==> src/rtl/aes_pkg.sv <==
// Shared AES key-schedule definitions: key-length encodings, per-length
// constants, FSM state type and GF(2^8) arithmetic helpers.
package aes_pkg;

    localparam logic [1:0] KL_128 = 2'b00;
    localparam logic [1:0] KL_192 = 2'b01;
    localparam logic [1:0] KL_256 = 2'b10;
    localparam logic [1:0] KL_ILL = 2'b11;

    localparam logic [3:0] NK_128 = 4'd4;
    localparam logic [3:0] NK_192 = 4'd6;
    localparam logic [3:0] NK_256 = 4'd8;

    localparam logic [3:0] NR_128 = 4'd10;
    localparam logic [3:0] NR_192 = 4'd12;
    localparam logic [3:0] NR_256 = 4'd14;

    // Words per expansion: 4*(Nr+1)
    localparam logic [5:0] NW_128 = 6'd44;
    localparam logic [5:0] NW_192 = 6'd52;
    localparam logic [5:0] NW_256 = 6'd60;

    typedef enum logic [1:0] {
        ST_IDLE  = 2'd0,
        ST_GEN   = 2'd1,
        ST_DRAIN = 2'd2
    } state_e;

    function automatic logic [7:0] xtime(input logic [7:0] a);
        return {a[6:0], 1'b0} ^ (a[7] ? 8'h1b : 8'h00);
    endfunction

    function automatic logic [7:0] gf_mul(input logic [7:0] a, input logic [7:0] b);
        logic [7:0] p;
        logic [7:0] aa;
        p  = 8'h00;
        aa = a;
        for (int k = 0; k < 8; k++) begin
            p  = p ^ (b[k] ? aa : 8'h00);
            aa = xtime(aa);
        end
        return p;
    endfunction

    function automatic logic [3:0] nk_of(input logic [1:0] klen);
        case (klen)
            KL_192:  return NK_192;
            KL_256:  return NK_256;
            default: return NK_128;
        endcase
    endfunction

    function automatic logic [3:0] nr_of(input logic [1:0] klen);
        case (klen)
            KL_192:  return NR_192;
            KL_256:  return NR_256;
            default: return NR_128;
        endcase
    endfunction

    function automatic logic [5:0] nw_of(input logic [1:0] klen);
        case (klen)
            KL_192:  return NW_192;
            KL_256:  return NW_256;
            default: return NW_128;
        endcase
    endfunction

endpackage

==> src/rtl/aes_sbox.sv <==
// Combinational AES byte S-box: multiplicative inverse in GF(2^8)
// followed by the affine transform.
module aes_sbox
    import aes_pkg::*;
(
    input  logic [7:0] in_byte,
    output logic [7:0] out_byte
);

    // Inverse as a^254 via a fixed square-and-multiply chain; 0 maps to 0.
    function automatic logic [7:0] gf_inv(input logic [7:0] a);
        logic [7:0] x2, x3, x6, x12, x15, x30, x60, x120, x240, x252;
        x2   = gf_mul(a, a);
        x3   = gf_mul(x2, a);
        x6   = gf_mul(x3, x3);
        x12  = gf_mul(x6, x6);
        x15  = gf_mul(x12, x3);
        x30  = gf_mul(x15, x15);
        x60  = gf_mul(x30, x30);
        x120 = gf_mul(x60, x60);
        x240 = gf_mul(x120, x120);
        x252 = gf_mul(x240, x12);
        return gf_mul(x252, x2);
    endfunction

    function automatic logic [7:0] affine(input logic [7:0] b);
        return b ^ {b[6:0], b[7]} ^ {b[5:0], b[7:6]} ^ {b[4:0], b[7:5]}
                 ^ {b[3:0], b[7:4]} ^ 8'h63;
    endfunction

    assign out_byte = affine(gf_inv(in_byte));

endmodule

==> src/rtl/key_sched_ctrl.sv <==
// AES key-expansion controller: streams round keys 0..Nr for 128/192/256-bit
// keys over a valid/ready interface, one expanded word per cycle.
module key_sched_ctrl
    import aes_pkg::*;
(
    input  logic         clk,
    input  logic         rst_n,
    input  logic         start,
    input  logic [1:0]   key_len,
    input  logic [0:255] key_in,
    output logic         busy,
    output logic         rk_valid,
    input  logic         rk_ready,
    output logic [0:127] rk_data,
    output logic [3:0]   rk_idx,
    output logic         done,
    output logic         err
);

    state_e       state_q, state_d;
    logic [1:0]   klen_q, klen_d;
    logic [31:0]  key_w_q [8];
    logic [31:0]  key_w_d [8];
    logic [5:0]   widx_q, widx_d;
    logic [2:0]   wrap_q, wrap_d;
    logic [7:0]   rcon_q, rcon_d;
    logic [31:0]  win_q [8];
    logic [31:0]  win_d [8];
    logic [31:0]  asm_q [3];
    logic [31:0]  asm_d [3];
    logic [3:0]   kcnt_q, kcnt_d;
    logic         rk_valid_q, rk_valid_d;
    logic [0:127] rk_data_q, rk_data_d;
    logic [3:0]   rk_idx_q, rk_idx_d;
    logic         busy_q, busy_d;
    logic         done_q, done_d;
    logic         err_q, err_d;

    logic [3:0]   nk_s;
    logic [2:0]   nk_m1_s;
    logic [5:0]   nw_s;
    logic         accept_s, xfer_s, stall_s, gen_go_s, last_word_s;
    logic [31:0]  sub_in_s, sub_out_s, w_new_s;
    logic         rcon_use_s;

    assign nk_s        = nk_of(klen_q);
    assign nk_m1_s     = 3'(nk_s - 4'd1);
    assign nw_s        = nw_of(klen_q);
    assign accept_s    = (state_q == ST_IDLE) && start && (key_len != KL_ILL);
    assign xfer_s      = rk_valid_q && rk_ready;
    // The fourth word of a round key cannot be produced while the previous key is still waiting.
    assign stall_s     = (widx_q[1:0] == 2'd3) && rk_valid_q && !rk_ready;
    assign gen_go_s    = (state_q == ST_GEN) && !stall_s;
    assign last_word_s = (widx_q == (nw_s - 6'd1));

    for (genvar g = 0; g < 4; g++) begin : g_sbox
        aes_sbox u_sbox (
            .in_byte  (sub_in_s[8*g +: 8]),
            .out_byte (sub_out_s[8*g +: 8])
        );
    end

    // Word generator: key words first, then the recurrence over the shift window.
    always_comb begin
        sub_in_s   = (wrap_q == 3'd0) ? {win_q[0][23:0], win_q[0][31:24]} : win_q[0];
        rcon_use_s = 1'b0;
        if (widx_q < {2'b00, nk_s}) begin
            w_new_s = key_w_q[wrap_q];
        end else if (wrap_q == 3'd0) begin
            w_new_s    = win_q[nk_m1_s] ^ sub_out_s ^ {rcon_q, 24'h000000};
            rcon_use_s = 1'b1;
        end else if ((nk_s == NK_256) && (wrap_q == 3'd4)) begin
            w_new_s = win_q[nk_m1_s] ^ sub_out_s;
        end else begin
            w_new_s = win_q[nk_m1_s] ^ win_q[0];
        end
    end

    // State register.
    always_ff @(posedge clk or negedge rst_n) begin
        if (!rst_n) begin
            state_q <= ST_IDLE;
        end else begin
            state_q <= state_d;
        end
    end

    // Next-state logic.
    always_comb begin
        state_d = state_q;
        case (state_q)
            ST_IDLE: begin
                if (accept_s) state_d = ST_GEN;
                else          state_d = ST_IDLE;
            end
            ST_GEN: begin
                if (gen_go_s && last_word_s) state_d = ST_DRAIN;
                else                         state_d = ST_GEN;
            end
            ST_DRAIN: begin
                if (xfer_s) state_d = ST_IDLE;
                else        state_d = ST_DRAIN;
            end
            default: state_d = ST_IDLE;
        endcase
    end

    // Datapath and output next values.
    always_comb begin
        klen_d     = klen_q;
        key_w_d    = key_w_q;
        widx_d     = widx_q;
        wrap_d     = wrap_q;
        rcon_d     = rcon_q;
        win_d      = win_q;
        asm_d      = asm_q;
        kcnt_d     = kcnt_q;
        rk_valid_d = rk_valid_q;
        rk_data_d  = rk_data_q;
        rk_idx_d   = rk_idx_q;
        busy_d     = (state_d != ST_IDLE);
        done_d     = (state_q == ST_DRAIN) && xfer_s;
        err_d      = (state_q == ST_IDLE) && start && (key_len == KL_ILL);

        if (accept_s) begin
            klen_d = key_len;
            widx_d = 6'd0;
            wrap_d = 3'd0;
            rcon_d = 8'h01;
            kcnt_d = 4'd0;
            for (int k = 0; k < 8; k++) begin
                key_w_d[k] = key_in[32*k +: 32];
                win_d[k]   = 32'h00000000;
            end
            for (int k = 0; k < 3; k++) begin
                asm_d[k] = 32'h00000000;
            end
        end else begin
            klen_d = klen_q;
        end

        if (xfer_s) begin
            rk_valid_d = 1'b0;
        end else begin
            rk_valid_d = rk_valid_q;
        end

        if (gen_go_s) begin
            widx_d   = widx_q + 6'd1;
            wrap_d   = (wrap_q == nk_m1_s) ? 3'd0 : wrap_q + 3'd1;
            win_d[0] = w_new_s;
            for (int k = 1; k < 8; k++) begin
                win_d[k] = win_q[k-1];
            end
            if (rcon_use_s) begin
                rcon_d = xtime(rcon_q);
            end else begin
                rcon_d = rcon_q;
            end
            case (widx_q[1:0])
                2'd0:    asm_d[0] = w_new_s;
                2'd1:    asm_d[1] = w_new_s;
                2'd2:    asm_d[2] = w_new_s;
                default: begin
                    rk_data_d  = {asm_q[0], asm_q[1], asm_q[2], w_new_s};
                    rk_idx_d   = kcnt_q;
                    kcnt_d     = kcnt_q + 4'd1;
                    rk_valid_d = 1'b1;
                end
            endcase
        end else begin
            widx_d = widx_d;
        end
    end

    // Datapath and output registers.
    always_ff @(posedge clk or negedge rst_n) begin
        if (!rst_n) begin
            klen_q     <= 2'b00;
            widx_q     <= 6'd0;
            wrap_q     <= 3'd0;
            rcon_q     <= 8'h00;
            kcnt_q     <= 4'd0;
            rk_valid_q <= 1'b0;
            rk_data_q  <= 128'h0;
            rk_idx_q   <= 4'd0;
            busy_q     <= 1'b0;
            done_q     <= 1'b0;
            err_q      <= 1'b0;
            for (int k = 0; k < 8; k++) begin
                key_w_q[k] <= 32'h00000000;
                win_q[k]   <= 32'h00000000;
            end
            for (int k = 0; k < 3; k++) begin
                asm_q[k] <= 32'h00000000;
            end
        end else begin
            klen_q     <= klen_d;
            widx_q     <= widx_d;
            wrap_q     <= wrap_d;
            rcon_q     <= rcon_d;
            kcnt_q     <= kcnt_d;
            rk_valid_q <= rk_valid_d;
            rk_data_q  <= rk_data_d;
            rk_idx_q   <= rk_idx_d;
            busy_q     <= busy_d;
            done_q     <= done_d;
            err_q      <= err_d;
            key_w_q    <= key_w_d;
            win_q      <= win_d;
            asm_q      <= asm_d;
        end
    end

    assign busy     = busy_q;
    assign rk_valid = rk_valid_q;
    assign rk_data  = rk_data_q;
    assign rk_idx   = rk_idx_q;
    assign done     = done_q;
    assign err      = err_q;

endmodule

==> config.mk <==
export PLATFORM = sky130hd
export DESIGN_NAME = key_sched_ctrl
export DESIGN_NICKNAME = d
export VERILOG_FILES = /design/src/rtl/aes_pkg.sv /design/src/rtl/aes_sbox.sv /design/src/rtl/key_sched_ctrl.sv
export SDC_FILE = /design/constraint.sdc
export NUM_CORES = 2
export LEC_CHECK = 0
export BUFFER_PORTS_ARGS = -buffer_cell sky130_fd_sc_hd__buf_2
export CAP_MARGIN = 40
export CORE_MARGIN = 2
export CORE_UTILIZATION = 47
export DETAILED_ROUTE_END_ITERATION = 6
export GPL_TIMING_DRIVEN = 0
export PLACE_DENSITY = 0.65
export SLEW_MARGIN = 20
export SYNTH_ARGS = -nofsm -noshare
export SYNTH_HDL_FRONTEND = slang
export SYNTH_SLANG_ARGS = --single-unit
export TNS_END_PERCENT = 5
==> constraint.sdc <==
create_clock -name clk -period 33.1 [get_ports clk]
set_input_delay 9.93 -clock clk [delete_from_list [all_inputs] [get_ports clk]]
set_output_delay 9.93 -clock clk [all_outputs]
set_load 0.02 [all_outputs]
Yosys cells after proc, flatten, opt, wreduce, memory -nomap -nowiden:

Index checks and enable logic that the tools add are counted.

* register bits: 769
* bits of input ports: 262
* output and inout port bits: 136
* logic and storage cells: 1416

* add/sub/neg operators: 5
* $lt $le $gt $ge: 3
* eq/ne operators: 14
* mux-type cells: 700
* bitwise gates (word level): 643
* reductions and logical operators: 20

Operators by type and width (number)
* $xor 8x8->8: 628
* $mux 8: 355
* $mux 5: 309
* $mux 256: 2
* $mux 32: 11
* $bmux 32 s3: 2
* $mux 96: 2
* $xor 32x32->32: 3
* $xor 8x5->8: 5
* $not 4->4: 4
* $mux 4: 3
* $mux 6: 2
* $eq 2x2->1 const B: 5
* $logic_and 1x1->1: 10
* $pmux 5 s2: 1
* $mux 3: 3
* $ge 4x4->1 const B: 2
* $not 3->4: 2
* $pmux 4 s2: 1
* $add 6x1->6 const B: 1
* $eq 2x1->1 const B: 3
* $eq 6x6->1: 1
* $lt 6x4->1: 1
* $mux 1: 6
* 18 further kinds: 23

Logic depth before layout (Yosys ltp):

* word-level depth: 189
* depth in mapped cells: 124
* depth with buffers taken out: 104

Cells and area by module:

Synthesis repeated with hierarchy kept, for this count alone.

* cells, all modules: 10069
* area, all modules: 91656.7 um2

By module, submodules not included
* aes_sbox (g_sbox[1].u_sbox ...): instances 3, cells an instance 1728, area an instance 14426.3 um2, seq. area each 0.0 um2
* key_sched_ctrl: instances 1, cells an instance 2992, area an instance 32855.3 um2, seq. area each 19243.5 um2
* aes_sbox (g_sbox[0].u_sbox): instances 1, cells an instance 1893, area an instance 15522.4 um2, seq. area each 0.0 um2

Least setup slack after synthesis:

Ideal clock, no wire load.

* path kind: register to register
* from: reg wrap_q[0]
* to: reg asm_q[12] (netlist name)
* arrival time: 26.245 ns
* data required time: 32.969 ns
* setup slack: 6.723 ns
* cell stages (with the launch flop): 111
* clock period less this slack: 26.377 ns
* cells stage by stage: dfrtp_1 clkbuf_1 clkbuf_1 buf_1 inv_1 ha_1 nor2b_1 buf_6 buf_8 mux2i_2 inv_2 clkbuf_1 ha_1 inv_1 ha_1 buf_2 xnor2_1 xnor2_1 [... 75 more ...] xnor3_1 nand2_1 xnor2_1 xnor3_1 buf_4 xnor2_1 xnor2_1 xnor3_1 nor2_1 xnor2_1 xnor2_2 xnor3_1 xnor2_2 xnor2_1 a21oi_1 xor2_1 o21ai_1 o21ai_1

RTL lines
* start, declared: RTL line key_sched_ctrl.sv:25 `logic [2:0] wrap_q, wrap_d;`
* start signal, assigned: RTL line key_sched_ctrl.sv:200 `wrap_q <= wrap_d;`
* end signal, assigned: RTL line key_sched_ctrl.sv:211 `asm_q <= asm_d;`
* end, declared: RTL line key_sched_ctrl.sv:29 `logic [31:0] asm_q [3];`

Worst setup path after layout:

* from: reg wrap_q[1]
* to: reg win_q[244] (netlist name)

* word-level cells in the longest chain between the ends: 130

RTL lines
* $logic_not 3->1: RTL line key_sched_ctrl.sv:65, key_sched_ctrl.sv:69
* $mux 32: RTL line key_sched_ctrl.sv:65 `sub_in_s = (wrap_q == 3'd0) ? {win_q[0][23:0], win_q[0][31:24]} : win_q[0];`
* $mux 5: RTL line aes_pkg.sv:30 `return {a[6:0], 1'b0} ^ (a[7] ? 8'h1b : 8'h00);`
* $xor 8x8->8 (4 in series): RTL line aes_pkg.sv:30
* $mux 5: RTL line aes_pkg.sv:30
* $xor 8x8->8 (3 in series): RTL line aes_pkg.sv:30
* $mux 8: RTL line aes_pkg.sv:39 `p = p ^ (b[k] ? aa : 8'h00);`
* $xor 8x8->8: RTL line aes_pkg.sv:39
* [... 107 more ...]
* $xor 8x8->8: RTL line aes_pkg.sv:39
* $xor 8x8->8 (3 in series): RTL line aes_sbox.sv:27 `return b ^ {b[6:0], b[7]} ^ {b[5:0], b[7:6]} ^ {b[4:0], b[7:5]}`
* $xor 8x8->8: RTL line aes_sbox.sv:28 `^ {b[3:0], b[7:4]} ^ 8'h63;`
* $xor 32x32->32: RTL line key_sched_ctrl.sv:70, key_sched_ctrl.sv:73
* $mux 32 or $xor 32x32->32 (tied branches): RTL line key_sched_ctrl.sv:72, key_sched_ctrl.sv:70
* $mux 32: RTL line key_sched_ctrl.sv:69 `end else if (wrap_q == 3'd0) begin`
* $mux 32 *: RTL line key_sched_ctrl.sv:67 `if (widx_q < {2'b00, nk_s}) begin`
* $mux 256 *: RTL line key_sched_ctrl.sv:148 `if (gen_go_s) begin`
* end signal, assigned: RTL line key_sched_ctrl.sv:210 `win_q <= win_d;`
* end, declared: RTL line key_sched_ctrl.sv:27 `logic [31:0] win_q [8];`

Every way passes the cells marked *; elsewhere a longest branch is shown, timed or not. The select of a mux whose other input is x is not followed.
A chain may end at the register's enable or synchronous reset.

==> flow_metrics.py <==
metrics = {
    "clock_tree": {
        "clkLatencyLatePin_ns": 0.64,
        "cts_tree": "done",
        "root_buffer": "clkbuf_16",
        "path_clk_slew_ns": 0.07,
        "cts_sinks": 769,
        "clk_path_buf_depth": 3,
        "hold_buffers": 0,
        "cts_buffers": 80,
        "cts_max_level": 3,
    },
    "grt": {
        "grt_max_degree": 102,
        "grt_pass1_wl_um": 474000,
        "antenna_found_initial": 9,
        "grt_overflow_total": 0,
        "grt_use_total": 0.296,
        "grt_pass1_vias": 80500,
    },
    "synth": {
        "synthFlopType": "dfrtp_1",
        "syn-num-nets": 11300,
        "syn_area_per_cell_um2": 8.55,
        "yosys_warnings": 0,
        "ys_types": 142,
        "async_flop_share": 1.00,
        "postSynthCellCount": 10800,
        "yosys_register_bits": 769,
        "synth_seq_area_share": 0.208,
        "synth_edf_count": 0,
        "syn_area_um2": 92400,
    },
    "worst_hold_path": {
        "min_path_type": "reg -> reg",
    },
    "floorplan": {
        "die_area_um2": 200000,
        "pin_count": 398,
        "initial_core_util": 0.473,
        "die_x_um": 447,
        "die_h_um": 447,
        "rows": 162,
        "core_area_um2": 195000,
    },
    "sta": {
        "fin_skew_ns": 0.0257,
        "max_freq_mhz": 31.7,
        "hold-worst-slack_ns": 0.454,
        "tightestPinTransition_ns": 0.934,
        "fin_crit_sh": 0.953,
        "setup_violations": 0,
        "slew_headroom": 0.373,
        "tns_ns": 0,
        "worst_slack_ns": 1.56,
        "slew_violations": 0,
        "hold_viol": 0,
        "rsz0062_at_grt": "true",
        "fin_crit_ns": 31.54,
    },
    "run_status": {
        "violations": "DRC",
        "run_status": "complete, but fails checks",
    },
    "worst_setup_path": {
        "max_stage_delay_ns": 0.55,
        "crit_path_top_delay_cell": "xnor3_2",
        "end_kind": "flop",
        "arrival_ns": 32.02,
        "critPathMaxFanout": 11,
        "cp_common_cell": "xnor2_1",
        "crit_type": "reg -> reg",
        "worstSetupStartpointType": "flop",
        "cp_data_required_time_ns": 33.58,
    },
    "layout": {
        "nNetsFinal": 11800,
        "drive_gt1_frac": 0.124,
        "syn2layout_area_growth_pct": 9.96,
        "final_util": 0.520,
    },
    "routing": {
        "via_count": 84800,
        "antenna_left": 0,
        "drc_errors": 19,
        "post_drt_wl_per_cell_um": 21.9,
        "drt_first_pass_iters": 7,
        "drt_iter0_drc": 8794,
        "viasPerCell": 6.04,
        "routed_wl_um": 307000,
    },
    "job": {
        "maxCapViolCount": 0,
    },
    "placement": {
        "dp_hpwl_um": 235000,
        "routabilityCongestion": 0.984,
        "pre_cts_ws_ns": -1.07,
        "port_buffers": 397,
    },
}
cell families after synthesis:
family                     count (synthesis)  synth area share
and+or+nand+nor                         4067             0.193
adders and majority gates                198            0.0268
AOI/OAI and AO/OA                       2010             0.153
buffers and inverters                    978            0.0467
muxes                                    404            0.0586
xor gates and xnor gates                2372             0.313
DFF                                      769             0.208
cell type report:
type                            count  area, µm²
Fill cell                       18100      93600
Multi-Input combinational cell   9051      69300
Sequential cell                   769      19200
Buffer                            732       3410
Tap cell                         2624       3280
Timing Repair Buffer              460       2680
Clock buffer                      117       2380
Inverter                          240        910
Clock inverter                     28        333
Antenna cell                       12       30.0
sequential cells by signal, indices dropped and copies added (netlist names):
register and flops:
key_w_q 256, win_q 256, rk_data 128, asm_q 96, rcon_q 8, widx_q 6
kcnt_q 4, rk_idx 4, wrap_q 3, klen_q 2, state_q 2, busy 1
done 1, err 1, rk_valid 1
metal layers:
metal	track usage	share of wire	vias up
met5	0	0	-
met4	0.0857	0.030	0
met3	0.0377	0.077	540
met2	0.480	0.46	3812
met1	0.412	0.43	41700
li1	-	-	38700
placed cells by master, fill, tap and decap left out, drive strengths merged, types with 74 or more instances in the layout:
master / synthesis / final
clkbuf: 459 / 580
a22o: 230 / 230
dfrtp: 769 / 769
a211oi: 100 / 100
o21ai: 466 / 466
o211ai: 93 / 93
inv: 227 / 231
buf: 279 / 729
xnor3: 437 / 437
xor2: 444 / 444
mux2i: 258 / 258
nand3: 360 / 360
a21oi: 361 / 361
xnor2: 1424 / 1424
o22ai: 78 / 78
ha: 198 / 198
nand2: 1939 / 1939
nor2: 946 / 946
a31oi: 74 / 74
mux4: 96 / 96
nor3: 240 / 240
critical path, delay by kind of cell, from the launching register on:
family / cells / cell delay (ns)
muxes: 4 / 0.95
xor gates and xnor gates: 39 / 12.49
buffers and inverters: 31 / 8.06
adders and majority gates: 10 / 3.31
DFF: 1 / 0.51
AOI/OAI and AO/OA: 12 / 3.54
and+or+nand+nor: 13 / 2.41
what timing repair did:
action	CTS	global route
gates resized for setup	13	104
buffers inserted	0	9
endpoints found under the hold margin	0	0
setup endpoints to repair	104	160
pin swaps	0	7
final timing paths:
check	from	to	slack (ns)	cells past startpoint
worst max-delay path	wrap_q[1]$_DFFE_PN0P_	win_q[244]$_DFFE_PN0P_	1.56	109
worst min-delay path	asm_q[0]$_DFF_PN0_	rk_data[95]$_DFFE_PN0P_	0.45	2
worst max register to register	wrap_q[1]$_DFFE_PN0P_	win_q[244]$_DFFE_PN0P_	1.56	109
worst min register to register	asm_q[0]$_DFF_PN0_	rk_data[95]$_DFFE_PN0P_	0.45	2
max in group asynchronous	rst_n	rk_data[60]$_DFFE_PN0P_	21.62	5
min in group asynchronous	rst_n	key_w_q[51]$_DFFE_PN0P_	9.32	1
metrics by stage:
stage / std cells / area (µm²)
2_1_floorplan: 10800 / 92400
3_3_place_gp: 13800 / 97600
3_5_place_dp: 13900 / 98200
4_1_cts: 14000 / 101000
5_1_grt: 14000 / 102000
6_report: 14000 / 102000
Yosys cell counts (all sizes together) (64+ instances only):
library cell     n  area (µm²)
a211oi         100         781
a21oi          361        1840
a22o           230        2010
a31oi           74         484
and2            64         400
and3            69         432
buf            279        1670
clkbuf         459        1730
dfrtp          769       19200
ha             198        2480
inv            227         857
mux2i          258        2690
mux4            96        2160
nand2         1939        7280
nand3          360        1800
nor2           946        3590
nor3           240        1240
o211ai          93         703
o21ai          466        2360
o22ai           78         494
or3             71         454
xnor2         1424       13400
xnor3          437        9860
xor2           444        4110
xor3            67        1610
Power is not shown: default switching activity piles up to over one toggle a cycle in this logic, so the estimate is an artifact.
